===== src/rtl/tick_gen_pkg.sv =====
// Shared constants and mode encodings for the tick generator.
// Import this package into both the design and the bench.
package tick_gen_pkg;

  localparam int     CNT_W_DEFAULT  = 26;
  localparam longint DIV_1HZ_50MHZ  = 50_000_000;

  typedef enum logic {
    MODE_PULSE  = 1'b0,
    MODE_SQUARE = 1'b1
  } mode_e;

endpackage


===== src/rtl/tick_gen.sv =====
// Programmable tick divider: one-cycle tick every div_q enabled cycles,
// with an optional 50% duty square wave that toggles on each tick.
module tick_gen
  import tick_gen_pkg::*;
#(
  parameter int     CNT_W       = CNT_W_DEFAULT,
  parameter longint DIV_DEFAULT = DIV_1HZ_50MHZ
) (
  input  logic             clk_i,
  input  logic             rst_i,
  input  logic             en_i,
  input  logic             mode_i,
  input  logic             load_i,
  input  logic [CNT_W-1:0] div_i,
  output logic             tick_o,
  output logic             clk_o,
  output logic [CNT_W-1:0] cnt_o
);

  if (DIV_DEFAULT <= 0 || DIV_DEFAULT >= (longint'(1) << CNT_W)) begin : g_bad_div
    $fatal(1, "tick_gen: DIV_DEFAULT must lie in 1 .. 2**CNT_W-1");
  end

  localparam logic [CNT_W-1:0] DIV_RST = CNT_W'(DIV_DEFAULT);

  logic [CNT_W-1:0] r_div;
  logic [CNT_W-1:0] r_cnt;
  logic             r_tick;
  logic             r_clk;

  logic [CNT_W-1:0] w_div_ld;
  logic             w_term;
  logic             w_square;

  // A divisor of 0 behaves like 1 so the terminal compare never underflows.
  assign w_div_ld = (div_i == '0) ? CNT_W'(1) : div_i;
  assign w_term   = (r_cnt == r_div - CNT_W'(1));
  assign w_square = (mode_e'(mode_i) == MODE_SQUARE);

  always_ff @(posedge clk_i or posedge rst_i) begin
    if (rst_i) begin
      r_div  <= DIV_RST;
      r_cnt  <= '0;
      r_tick <= 1'b0;
      r_clk  <= 1'b0;
    end else if (load_i) begin
      r_div  <= w_div_ld;
      r_cnt  <= '0;
      r_tick <= 1'b0;
    end else begin
      r_tick <= en_i && w_term;
      if (en_i) begin
        r_cnt <= w_term ? '0 : r_cnt + CNT_W'(1);
      end
      // Pulse mode parks clk_o low, so entering square mode starts from 0.
      if (!w_square) begin
        r_clk <= 1'b0;
      end else if (en_i && w_term) begin
        r_clk <= ~r_clk;
      end
    end
  end

  assign tick_o = r_tick;
  assign clk_o  = r_clk;
  assign cnt_o  = r_cnt;

endmodule


===== config.mk =====
export PLATFORM = sky130hd
export DESIGN_NAME = tick_gen
export DESIGN_NICKNAME = d
export VERILOG_FILES = /design/src/rtl/tick_gen_pkg.sv /design/src/rtl/tick_gen.sv
export SDC_FILE = /design/constraint.sdc
export NUM_CORES = 1
export LEC_CHECK = 0
export ABC_AREA = 1
export BUFFER_PORTS_ARGS = -buffer_cell sky130_fd_sc_hd__buf_2
export CELL_PAD_IN_SITES_DETAIL_PLACEMENT = 1
export CELL_PAD_IN_SITES_GLOBAL_PLACEMENT = 2
export CORE_MARGIN = 2
export CORE_UTILIZATION = 34
export CTS_BUF_LIST = sky130_fd_sc_hd__clkbuf_4 sky130_fd_sc_hd__clkbuf_8 sky130_fd_sc_hd__clkbuf_16
export CTS_CLUSTER_SIZE = 20
export DETAILED_ROUTE_END_ITERATION = 16
export PLACE_DENSITY_LB_ADDON = 0.1
export SYNTH_ARGS = -nofsm -noshare
export SYNTH_HDL_FRONTEND = slang
export SYNTH_SLANG_ARGS = --single-unit

===== constraint.sdc =====
create_clock -name clk_i -period 4.25 [get_ports clk_i]
set_clock_uncertainty 0.15 [all_clocks]
set_input_delay 0.425 -clock clk_i [delete_from_list [all_inputs] [get_ports clk_i]]
set_output_delay 0.425 -clock clk_i [all_outputs]
set_load 0.02 [all_outputs]

======== Word-level counts from Yosys, hierarchy flattened ========
Cells that the tools add are included.
cells by class
  add/subtract/negate cells ............... 2
  equality and inequality tests ........... 2
  multiplexer cells ....................... 7
  bitwise logic cells ..................... 2
  reduce and logical (&&, ||, !) cells .... 4
operators with widths
  operator               count
  $mux 26                4
  $add 26x1->26 const B  1
  $eq 26x26->1           1
  $logic_not 26->1       1
  $sub 26x1->26 const B  1
  $mux 1                 3
  $ne 2x1->1 const B     1
  $not 1->1              2
  $reduce_and 2->1       1
  $reduce_bool 2->1      1
  $logic_and 1x1->1      1
word-level totals
  flip-flop bits (word level) ............. 54
  input port bits ......................... 31
  output and inout bits ................... 28
  logic and storage cells ................. 21

======== Depth between registers and ports, before layout ========
Gate-level depths: netlist of the first run.
  depth after elaboration ................. 5
  gate-level depth with buffers ........... 17
  gate-level depth less buffers ........... 16

======== Least setup slack after synthesis of the first run ========
No wires, ideal clock.
  path kind ............................... register -> register
  start ................................... register r_cnt[0] (netlist: cnt_o[0])
  end ..................................... register r_cnt[22] (netlist: cnt_o[22])
  library setup time ...................... 76 ps
  data arrival time ....................... 2,005 ps
  required time ........................... 4,024 ps
  path slack .............................. 2,018 ps
  cell stages (with the launch flop) ...... 13
  buffers on the path ..................... 0
  period minus slack after synthesis ...... 2,232 ps
  cell sequence ........................... dfrtp_1 > ha_1 > nand2_1 > nor2_1 > nand2_1 > nor2_1 > nand2_1 > nor2_1 > nand4_1 > nor2_1 > nand3_1 > xor2_1 > o21ai_1
on the way
  cells in the longest elaborated chain, start to end .. 4
  elaborated cells on any way between the ends .. 5
  classes of those cells .................. add/sub (1); eq/ne (1); mux (3)
RTL lines
  item                                                  RTL line                        text
  start, declared                                       tick_gen.sv:27                  logic [CNT_W-1:0] r_cnt;
  start signal, assigned                                tick_gen.sv:53                  r_cnt <= w_term ? '0 : r_cnt + CNT_W'(1);
  $add 26x1->26 / $eq 26x26->1 (equally long branches)  tick_gen.sv:53, tick_gen.sv:37
  $mux 26 (*)                                           tick_gen.sv:53
  $mux 26 (*)                                           tick_gen.sv:52                  if (en_i) begin
  $mux 26 (*)                                           tick_gen.sv:46                  end else if (load_i) begin
Mark *: on every way between the ends. The rest lies on a longest branch, timed or not. The select of a mux whose other input is x is not followed.
A chain may end at the register's enable or synchronous reset.

======== Worst setup path in the final report of the first run ========
  start ................................... register r_div[0]
  end ..................................... register r_cnt[21] (netlist: cnt_o[21])
on the way
  cells in the longest elaborated chain, start to end .. 5
RTL lines
  item                    RTL line        text
  start, declared         tick_gen.sv:26  logic [CNT_W-1:0] r_div;
  start signal, assigned  tick_gen.sv:47  r_div <= w_div_ld;
  $sub 26x1->26           tick_gen.sv:37  assign w_term = (r_cnt == r_div - CNT_W'(1));
  $eq 26x26->1            tick_gen.sv:37
  $mux 26                 tick_gen.sv:53
  $mux 26                 tick_gen.sv:52
  $mux 26                 tick_gen.sv:46
No other way between the ends. The select of a mux whose other input is x is not followed.

==> results.md, run 1 <==
* Primary FF master, synth: dfrtp_1
* RSZ-0062 raised after global routing: no
* Crit Path Category: flop to flop
* GRT Total Usage at 22.3%
* Root buffer cell: clkbuf_16
* Layout cells sized above 1 at 18.6%
* Gp weighted congestion at 0.879
* Post-DP HPWL at 11500 um
* CTS tree: done
* Worst-path clk slew at 80 ps
* Largest cells by area after synthesis: dfrtp_1 25%, nand2_1 21%, dfstp_2 7.6%
* R2R depth at 15
* EDFF count, synth at 0
* RR Endpoint: cnt_o[21]$_DFFE_PP0P_
* Max Cap Viol at 0
* Die ar. at 13100 um2
* Seq cells post-synth at 54
* Vias in the first global route at 4181
* Worst min path class: input pin to async pin
* Worst-skew pair later-pin latency at 310 ps
* Slew HR at 52.1%
* Worst-margin pin slew at 718 ps
* VDD IR max at 0.000178 V
* Count leader, synth: nand2_1
* IO Count at 59
* Outcome: completed
* Antenna Nets Post-Route at 0
* Grt total ovfl at 0
* Post-DP Area at 4540 um2
* Hold buffers post-CTS at 0
* PwrDens at 279 nW/um2
* Worst reg2reg setup slack at 1260 ps
* Post-Route WL at 14000 um
* DIE HEIGHT at 115 um
* Vias at 4093
* Die X at 115 um
* Post-synth top area share at 25.3%
* IO Port Bufs at 58
* Initial DRT Pass Iterations at 4
* Critical path arrival at 3010 ps
* Fmax at 334 MHz
* Leak pwr at 2.29 nW
* Setup violators final at 0
* First-pass GRT wire length at 22200 um
* Synth async-reset ratio at 100%
* Syn. warnings at 0
* Period utilization at 70.4%
* Syn Inst Count at 626
* Post-layout util at 39.4%
* Nets at 711
* Drt via density at 4.96
* Finished Cell Area at 4710 um2
* H-tree depth at 2
* Post-synth top cells: 233 x nand2_1, 71 x nor2_1, 62 x inv_1, 42 x dfrtp_1, 31 x nand3_1
* Net count after synthesis at 659
* Core Box Area at 12000 um2
* Initial DRC count at 155
* CP Launch Type: flop
* Final Hold Fails at 0
* Initial Util at 34.7%
* Critical-path maximum fanout at 25
* Antenna violations before repair at 0
* Num Clock Sinks at 54
* Area of the mapped netlist at 4150 um2
* Fin crit period at 2990 ps
* Slew Viols, Final at 0
* # Post-CTS Setup Buffers at 0
* Wire per inst at 17.0 um
* Yosys cell types at 30
* Row Count at 40
* Detailed-route DRC error count at 0
* Area grow syn2layout at 13.4%
* Syn Area/Cell at 6.63 um2
* Synth area leader: dfrtp_1
* N_diodes at 0
* Worst EP required at 4270 ps
* Setup total negative slack at 0 ps
* Critical R2R Launch: r_div[0]$_DFFE_PP0P_
* Resized cells post-CTS at 0
* CTS Buf Count at 5
* Largest net degree at the start of global routing at 55
* CTS Buffer Depth at 2
* Worst setup EP type: flop
* Seq/Total Area, Yosys at 32.9%
[report_power, final]
group	leakage, nW	internal (mW)	switching [mW]
Combinational	1.52	0.0802	0.169
Sequential	0.686	0.546	0.0313
Clock	0.0850	0.292	0.197
[kinds of logic after synthesis]
logic type / after synthesis / share of synthesized area (%)
AOI/OAI and AO/OA: 44 / 7.11
xor gates and xnor gates: 41 / 8.65
adders and majority gates: 2 / 0.603
buffers and inverters: 83 / 8.68
DFF: 54 / 32.9
and+or+nand+nor: 402 / 42.0
[flip-flops by register name, summed over array words and instances, names as in the netlist]
signal	cells
cnt_o	26
r_div	26
clk_o	1
tick_o	1
[cell type report]
class                           instances  area, um2
Fill cell                            1583       7250
Multi-Input combinational cell        489       2420
Sequential cell                        54       1370
Timing Repair Buffer                   61        313
Inverter                               67        251
Tap cell                              147        184
Clock buffer                            7        140
Clock inverter                          1       30.0
[worst max path at each step]
stage                                     from                    end  slack (ps)  cells past startpoint
after CTS                 r_div[0]$_DFFE_PP0P_  cnt_o[21]$_DFFE_PP0P_        1230                     15
final                     r_div[0]$_DFFE_PP0P_  cnt_o[21]$_DFFE_PP0P_        1260                     15
after floorplan           cnt_o[0]$_DFFE_PP0P_  cnt_o[22]$_DFFE_PP0P_        2020                     12
after detailed placement  r_div[0]$_DFFE_PP0P_  cnt_o[21]$_DFFE_PP0P_        1240                     15
after global placement    r_div[0]$_DFFE_PP0P_  cnt_o[23]$_DFFE_PP0P_        1320                     15
after global routing      r_div[0]$_DFFE_PP0P_  cnt_o[23]$_DFFE_PP0P_        1040                     13
[placed cells by master (no fill, tap or decap), types with 6 or more instances in the layout]
cell type  netlist  layout
dfstp_2         12      12
nor2_1          71      71
xnor2_1         13      13
nor4_1          10      10
nand4_1         21      21
nand2_1        233     233
buf_2            0      58
nand3_1         31      31
o21ai_0         21      21
nand3b_1         8       8
nor3_1           6       6
nor2_2           9       9
o21ai_2         20      20
dfrtp_1         42      42
inv_1           62      61
xor2_1          28      28
[per-stage QoR]
stage	setup WS [ps]	hold WS (ps)	total power [mW]	cells
global placement	1320	307	0.833	818
detailed placement	1240	333	0.839	818
floorplan	2020	300	0.755	626
global route	1040	195	1.39	826
CTS	1230	181	1.33	826
finish	1260	152	1.32	826
[critical path, stage by stage (launching register included)]
cell and delay (ps):
dfrtp_1 400, inv_2 130, ha_1 260, nand2_2 150, nor2_4 320, nand3_1 180
nand2_1 90, nand2_1 60, inv_1 80, nand2_1 60, nor2_1 130, nand2_1 90
nor2_2 140, nand2_2 120, nand2_4 350, o21ai_0 140
[metal layers]
metal  vias up  GRT usage (%)  routed length [um]
met1      1971           31.6                6930
met5         -              0                   0
li1       2069              -                   -
met2        43           36.3                6520
met3        10           2.49                 391
met4         0           5.61                 173
No activity file was read; power rests on OpenSTA's default activity.
==> inputs of run 2 (changes only) <==
--- a/config.mk
+++ b/config.mk
@@ -10,7 +10,7 @@
 export CELL_PAD_IN_SITES_DETAIL_PLACEMENT = 1
 export CELL_PAD_IN_SITES_GLOBAL_PLACEMENT = 2
 export CORE_MARGIN = 2
-export CORE_UTILIZATION = 34
+export CORE_UTILIZATION = 32
 export CTS_BUF_LIST = sky130_fd_sc_hd__clkbuf_4 sky130_fd_sc_hd__clkbuf_8 sky130_fd_sc_hd__clkbuf_16
 export CTS_CLUSTER_SIZE = 20
 export DETAILED_ROUTE_END_ITERATION = 16
==> constraint.sdc (replaced) <==
create_clock -name clk_i -period 3.05 [get_ports clk_i]
set_clock_uncertainty 0.15 [all_clocks]
set_input_delay 0.305 -clock clk_i [delete_from_list [all_inputs] [get_ports clk_i]]
set_output_delay 0.305 -clock clk_i [all_outputs]
set_load 0.02 [all_outputs]
==> results.md, run 2 (same netlist as run 1, synthesis figures left out) <==
* Slew Viols, Final at 0 (unchanged)
* Resized cells post-CTS at 0 (unchanged)
* Vias in the first global route at 4388 (was 4181)
* Hold buffers post-CTS at 0 (unchanged)
* Crit path cell chain: inv_2 -> ha_1 -> nand2_2 -> nor2_4 -> nand3_1 -> nand2_1 -> nand2_1 -> inv_1 -> nand2_1 -> nor2_1 -> nand2_1 -> nor2_2 -> nand2_2 -> nand2_4 -> buf_12 -> o21ai_2 (was inv_2 -> ha_1 -> nand2_2 -> nor2_4 -> nand3_1 -> nand2_1 -> nand2_1 -> inv_1 -> nand2_1 -> nor2_1 -> nand2_1 -> nor2_2 -> nand2_2 -> nand2_4 -> o21ai_0)
* Setup violators final at 0 (unchanged)
* Drt via density at 4.85 (was 4.96)
* Clk network pwr share at 36.8% (was 37.2%)
* CP most frequent cell: nand2_1 (unchanged)
* Critical-path maximum fanout at 15 (was 25)
* Critical path arrival at 2810 ps (was 3010 ps)
* CTS Buf Count at 5 (unchanged)
* Most common cell after layout, fill and taps aside: nand2_1 (unchanged)
* Post-Route WL at 14300 um (was 14000 um)
* Max Cap Viol at 0 (unchanged)
* CTS tree: done (unchanged)
* PwrDens at 383 nW/um2 (was 279 nW/um2)
* Psw at 0.561 mW (was 0.398 mW)
* Gp weighted congestion at 0.876 (was 0.879)
* Area grow syn2layout at 15.6% (was 13.4%)
* N_diodes at 0 (unchanged)
* Critical Path Slowest Stage Cell: dfrtp_1 (unchanged)
* Vias at 4155 (was 4093)
* Fmax at 361 MHz (was 334 MHz)
* CTS Buffer Depth at 2 (unchanged)
* Hold Slack at 67.4 ps (was 152 ps)
* Initial DRT Pass Iterations at 4 (unchanged)
* Setup total negative slack at 0 ps (unchanged)
* Nets at 717 (was 711)
* Num Clock Sinks at 54 (unchanged)
* Largest net degree at the start of global routing at 48 (was 55)
* Placed Instances at 849 (was 818)
* IO Port Bufs at 58 (unchanged)
* Detailed-route DRC error count at 0 (unchanged)
* # Post-CTS Setup Buffers at 0 (unchanged)
* Wire per inst at 16.7 um (was 17.0 um)
* Grt total ovfl at 0 (unchanged)
* P_int at 1.27 mW (was 0.918 mW)
* Die ar. at 13900 um2 (was 13100 um2)
* Crit path buf inv count at 3 (was 2)
* Final Hold Fails at 0 (unchanged)
* Worst-skew pair later-pin latency at 300 ps (was 310 ps)
* First-pass GRT wire length at 23300 um (was 22200 um)
* Core Box Area at 12600 um2 (was 12000 um2)
* Die X at 118 um (was 115 um)
* # fillers at 1690 (was 1583)
* Place WS at 263 ps (was 1240 ps)
* Outcome: completed (unchanged)
* VDD IR max at 0.000194 V (was 0.000178 V)
* DIE HEIGHT at 118 um (was 115 um)
* Worst-margin pin slew at 1070 ps (was 718 ps)
* RSZ-0062 raised after global routing: no (unchanged)
* Antenna violations before repair at 0 (unchanged)
* CP delay by family, top: simple AND/OR/NAND/NOR gates (unchanged)
* Crit Path Category: flop to flop (unchanged)
* Fin crit period at 2770 ps (was 2990 ps)
* Layout cells sized above 1 at 19.3% (was 18.6%)
* Leak pwr at 2.32 nW (was 2.29 nW)
* Worst-path clk slew at 70 ps (was 80 ps)
* Most frequent cells in the layout: 233 x nand2_1, 71 x nor2_1, 61 x inv_1 (unchanged)
* Post-Layout Cell Count at 857 (was 826)
* Root buffer cell: clkbuf_16 (unchanged)
* Combinational fraction of design power at 19.5% (was 19.0%)
* Setup WS post-layout at 280 ps (was 1260 ps)
* Period utilization at 90.8% (was 70.4%)
* CP Launch Type: flop (unchanged)
* Worst setup EP type: flop (unchanged)
* Sw frac at 30.6% (was 30.2%)
* Row Count at 41 (was 40)
* Flop pwr share at 43.8% (about the same)
* GRT Total Usage at 21.3% (was 22.3%)
* H-tree depth at 2 (unchanged)
* Max incr delay on CP at 390 ps (was 400 ps)
* Initial Util at 32.9% (was 34.7%)
* Worst min path class: input pin to flop (was input pin to async pin)
* IO Count at 59 (unchanged)
* Worst EP required at 3090 ps (was 4270 ps)
* Initial DRC count at 181 (was 155)
* Antenna Nets Post-Route at 0 (unchanged)
* Post-DP HPWL at 11700 um (was 11500 um)
* Slew HR at 28.6% (was 52.1%)
run 2: path summary, 6_finish.rpt:
path | start | cells after the start | slack (ps) | to
hold reg to reg | r_div[25]$_DFFE_PP1P_ | 2 | 330 | r_div[25]$_DFFE_PP1P_
setup / recovery | r_div[0]$_DFFE_PP0P_ | 16 | 280 | cnt_o[0]$_DFFE_PP0P_
setup reg to reg | r_div[0]$_DFFE_PP0P_ | 16 | 280 | cnt_o[0]$_DFFE_PP0P_
hold / removal | div_i[23] | 3 | 70 | r_div[23]$_DFFE_PP1P_
min in group asynchronous | rst_i | 2 | 110 | cnt_o[0]$_DFFE_PP0P_
max in group asynchronous | rst_i | 3 | 1840 | r_div[17]$_DFFE_PP1P_
run 2: final cells by class:
| class | instances | area (um2) | area share (%) |
|---|---|---|---|
| inverter | 67 | 251 | 5.24 |
| clock buffer | 6 | 133 | 2.76 |
| tap | 172 | 215 | 4.49 |
| clock inverter | 2 | 37.5 | 0.782 |
| multi-input combinational | 489 | 2420 | 50.5 |
| sequential | 54 | 1370 | 28.5 |
| timing repair buffer | 67 | 370 | 7.72 |
run 2: metrics by stage:
step / power (mW) / instance area [um2] / util, %
final: 1.84 / 4800 / 38.0
after global placement: 1.17 / 4630 / 36.7
after CTS: 1.86 / 4800 / 38.0
after detailed placement: 1.18 / 4630 / 36.7
after floorplan: 1.05 / 4150 / -
after global routing: 1.94 / 4800 / 38.0
run 2: worst reg2reg max path: cells and delay by family, from the launching register on:
family / cells / cell delay, ps
and+or+nand+nor: 11 / 1450
DFF: 1 / 390
buffers and inverters: 3 / 370
adders and majority gates: 1 / 250
AOI/OAI and AO/OA: 1 / 50
run 2: metal layers:
| layer | track usage, % | part of all wire (%) |
|---|---|---|
| met5 | 0 | 0 |
| met4 | 4.82 | 1.3 |
| met3 | 2.62 | 2.7 |
| met2 | 34.6 | 46 |
| met1 | 30.3 | 50 |
run 2: power groups by stage:
stage	logic (mW)	clock network (mW)	registers (mW)
CTS	0.361	0.695	0.804
finish	0.357	0.675	0.804
floorplan	0.244	0	0.808
detailed placement	0.359	0	0.817
global route	0.409	0.721	0.810
global placement	0.353	0	0.816
==> inputs of run 3 (changes only) <==
--- a/config.mk
+++ b/config.mk
@@ -6,7 +6,7 @@
 export NUM_CORES = 1
 export LEC_CHECK = 0
 export ABC_AREA = 1
-export BUFFER_PORTS_ARGS = -buffer_cell sky130_fd_sc_hd__buf_2
+export BUFFER_PORTS_ARGS = -buffer_cell sky130_fd_sc_hd__clkbuf_2
 export CELL_PAD_IN_SITES_DETAIL_PLACEMENT = 1
 export CELL_PAD_IN_SITES_GLOBAL_PLACEMENT = 2
 export CORE_MARGIN = 2
==> results.md, run 3 (same netlist as run 1, synthesis figures left out) <==
* Post-DP HPWL at 11800 um (was 11700 um)
* Num Clock Sinks at 54 (unchanged)
* Initial DRT Pass Iterations at 4 (unchanged)
* Final Hold Fails at 0 (unchanged)
* Detailed-route DRC error count at 0 (unchanged)
* Leak pwr at 2.27 nW (was 2.32 nW)
* Most frequent cells in the layout: 233 x nand2_1, 71 x nor2_1, 61 x inv_1 (unchanged)
* Wire length on met3 at 326 um (was 382 um)
* IO Count at 59 (unchanged)
* Wire per inst at 16.8 um (was 16.7 um)
* Fin crit period at 2710 ps (was 2770 ps)
* Setup total negative slack at 0 ps (unchanged)
* Gp weighted congestion at 0.857 (was 0.876)
* Largest net degree at the start of global routing at 48 (unchanged)
* Outcome: completed (unchanged)
* Worst setup EP type: flop (unchanged)
* Hold buffers post-CTS at 0 (unchanged)
* Worst-path clk slew at 80 ps (was 70 ps)
* CTS Buf Count at 5 (unchanged)
* Area grow syn2layout at 14.6% (was 15.6%)
* CTS tree: done (unchanged)
* IO Port Bufs at 58 (unchanged)
* PwrDens at 369 nW/um2 (was 383 nW/um2)
* Die X at 118 um (unchanged)
* Initial Util at 32.9% (unchanged)
* Max Cap Viol at 0 (unchanged)
* Period utilization at 88.8% (was 90.8%)
* Post-Route WL at 14400 um (was 14300 um)
* Hold Slack at 57.8 ps (was 67.4 ps)
* DIE HEIGHT at 118 um (unchanged)
* Slew HR at 28.4% (was 28.6%)
* Root buffer cell: clkbuf_16 (unchanged)
* Antenna Nets Post-Route at 0 (unchanged)
* First-pass GRT wire length at 23200 um (was 23300 um)
* Max layer used: met4 (unchanged)
* Worst-margin pin slew at 1070 ps (about the same)
* Worst-skew pair later-pin latency at 300 ps (about the same)
* RSZ-0062 raised after global routing: no (unchanged)
* Drt via density at 4.85 (about the same)
* Slew Viols, Final at 0 (unchanged)
* Most common cell after layout, fill and taps aside: nand2_1 (unchanged)
* Hold path startpoint: div_i[23] (unchanged)
* R2R depth at 13 (was 16)
* Layout cells sized above 1 at 19.0% (was 19.3%)
* Core Box Area at 12600 um2 (unchanged)
* Antenna violations before repair at 0 (unchanged)
* Worst EP required at 3080 ps (was 3090 ps)
* Crit Path Category: flop to flop (unchanged)
* Die ar. at 13900 um2 (unchanged)
* Worst min path class: input pin to flop (unchanged)
* Grt total ovfl at 0 (unchanged)
* Vias at 4144 (was 4155)
* CP Launch Type: flop (unchanged)
* Setup violators final at 0 (unchanged)
* GRT Total Usage at 21.2% (was 21.3%)
* CTS Buffer Depth at 2 (unchanged)
* Fmax at 369 MHz (was 361 MHz)
* N_diodes at 0 (unchanged)
* Worst hold path depth at 3 (unchanged)
* Final Power at 1.76 mW (was 1.84 mW)
* Met2 WL post-DR at 6720 um (was 6640 um)
* Row Count at 41 (unchanged)
* Critical R2R Launch: r_div[0]$_DFFE_PP0P_ (unchanged)
* WHS Endpoint: r_div[23]$_DFFE_PP1P_ (unchanged)
* H-tree depth at 2 (unchanged)
* VDD IR max at 0.000206 V (was 0.000194 V)
* Critical-path maximum fanout at 25 (was 15)
* # fillers at 1718 (was 1690)
* Critical path arrival at 2740 ps (was 2810 ps)
* Initial DRC count at 196 (was 181)
* M1 WL at 7280 um (was 7090 um)
* Worst reg2reg setup slack at 340 ps (was 280 ps)
* Vias in the first global route at 4311 (was 4388)
* Nets at 715 (was 717)
* RR Endpoint: cnt_o[23]$_DFFE_PP0P_ (was cnt_o[0]$_DFFE_PP0P_)
## run 3: cell count changes in the layout (fill, tap and decap cells not counted), sizes merged
cell,previous run,this run
buf,67,7
clkbuf,6,64
clkinvlp,1,2
bufinv,1,0
## run 3: layout make-up
class | instances | area [um2] | area share (%)
clock buffers | 6 | 133 | 2.79
clock inverters | 2 | 15.0 | 0.316
inverters | 67 | 251 | 5.29
multi-input cells | 489 | 2430 | 51.2
flip-flops and latches | 54 | 1370 | 28.7
well taps | 172 | 215 | 4.52
repair buffers | 65 | 343 | 7.21
## run 3: report_power, final
part	switching (mW)	internal (mW)
clock network	0.287	0.315
registers	0.0438	0.760
logic	0.238	0.113
total	0.568	1.19
## run 3: worst max-delay path by stage
stage                               startpoint               endpoint  slack, ps
final                     r_div[0]$_DFFE_PP0P_  cnt_o[23]$_DFFE_PP0P_        340
after global routing      r_div[0]$_DFFE_PP0P_  cnt_o[21]$_DFFE_PP0P_         80
after CTS                 r_div[0]$_DFFE_PP0P_  cnt_o[23]$_DFFE_PP0P_        220
after detailed placement  r_div[0]$_DFFE_PP0P_  cnt_o[23]$_DFFE_PP0P_        230
after global placement    r_div[0]$_DFFE_PP0P_  cnt_o[21]$_DFFE_PP0P_        340
after floorplan           cnt_o[0]$_DFFE_PP0P_  cnt_o[22]$_DFFE_PP0P_        820
## run 3: stage by stage
| stage | util, % | setup WS (ps) | instances | cell area [um2] |
|---|---|---|---|---|
| floorplan | - | 818 | 626 | 4150 |
| finish | 37.7 | 340 | 855 | 4760 |
| global route | 37.7 | 81.0 | 855 | 4760 |
| detailed placement | 36.5 | 229 | 847 | 4600 |
| CTS | 37.6 | 215 | 855 | 4750 |
| global placement | 36.5 | 342 | 847 | 4600 |
## run 3: worst max-delay path: stages (launching register included)
cell     delay (ps)
dfrtp_1         390
inv_2           120
ha_1            260
nand2_2         150
nor2_4          280
nand3_1         170
nor3_1          170
nor2_1           90
nor2_1          100
nand2_1          60
nor2_2          130
nand2_2         140
nand2_8         240
o21ai_0         120
## run 3: routing by layer
metal	GRT usage [%]	up-vias
li1	-	2079
met1	30.1	2012
met2	34.8	49
met3	2.91	4
met4	3.39	0
met5	0	-
## run 3: timing repair
action | 4_1_cts | 5_1_grt
resized for setup | 0 | 1
endpoints found under the setup margin | 0 | 4
setup buffers | 0 | 0
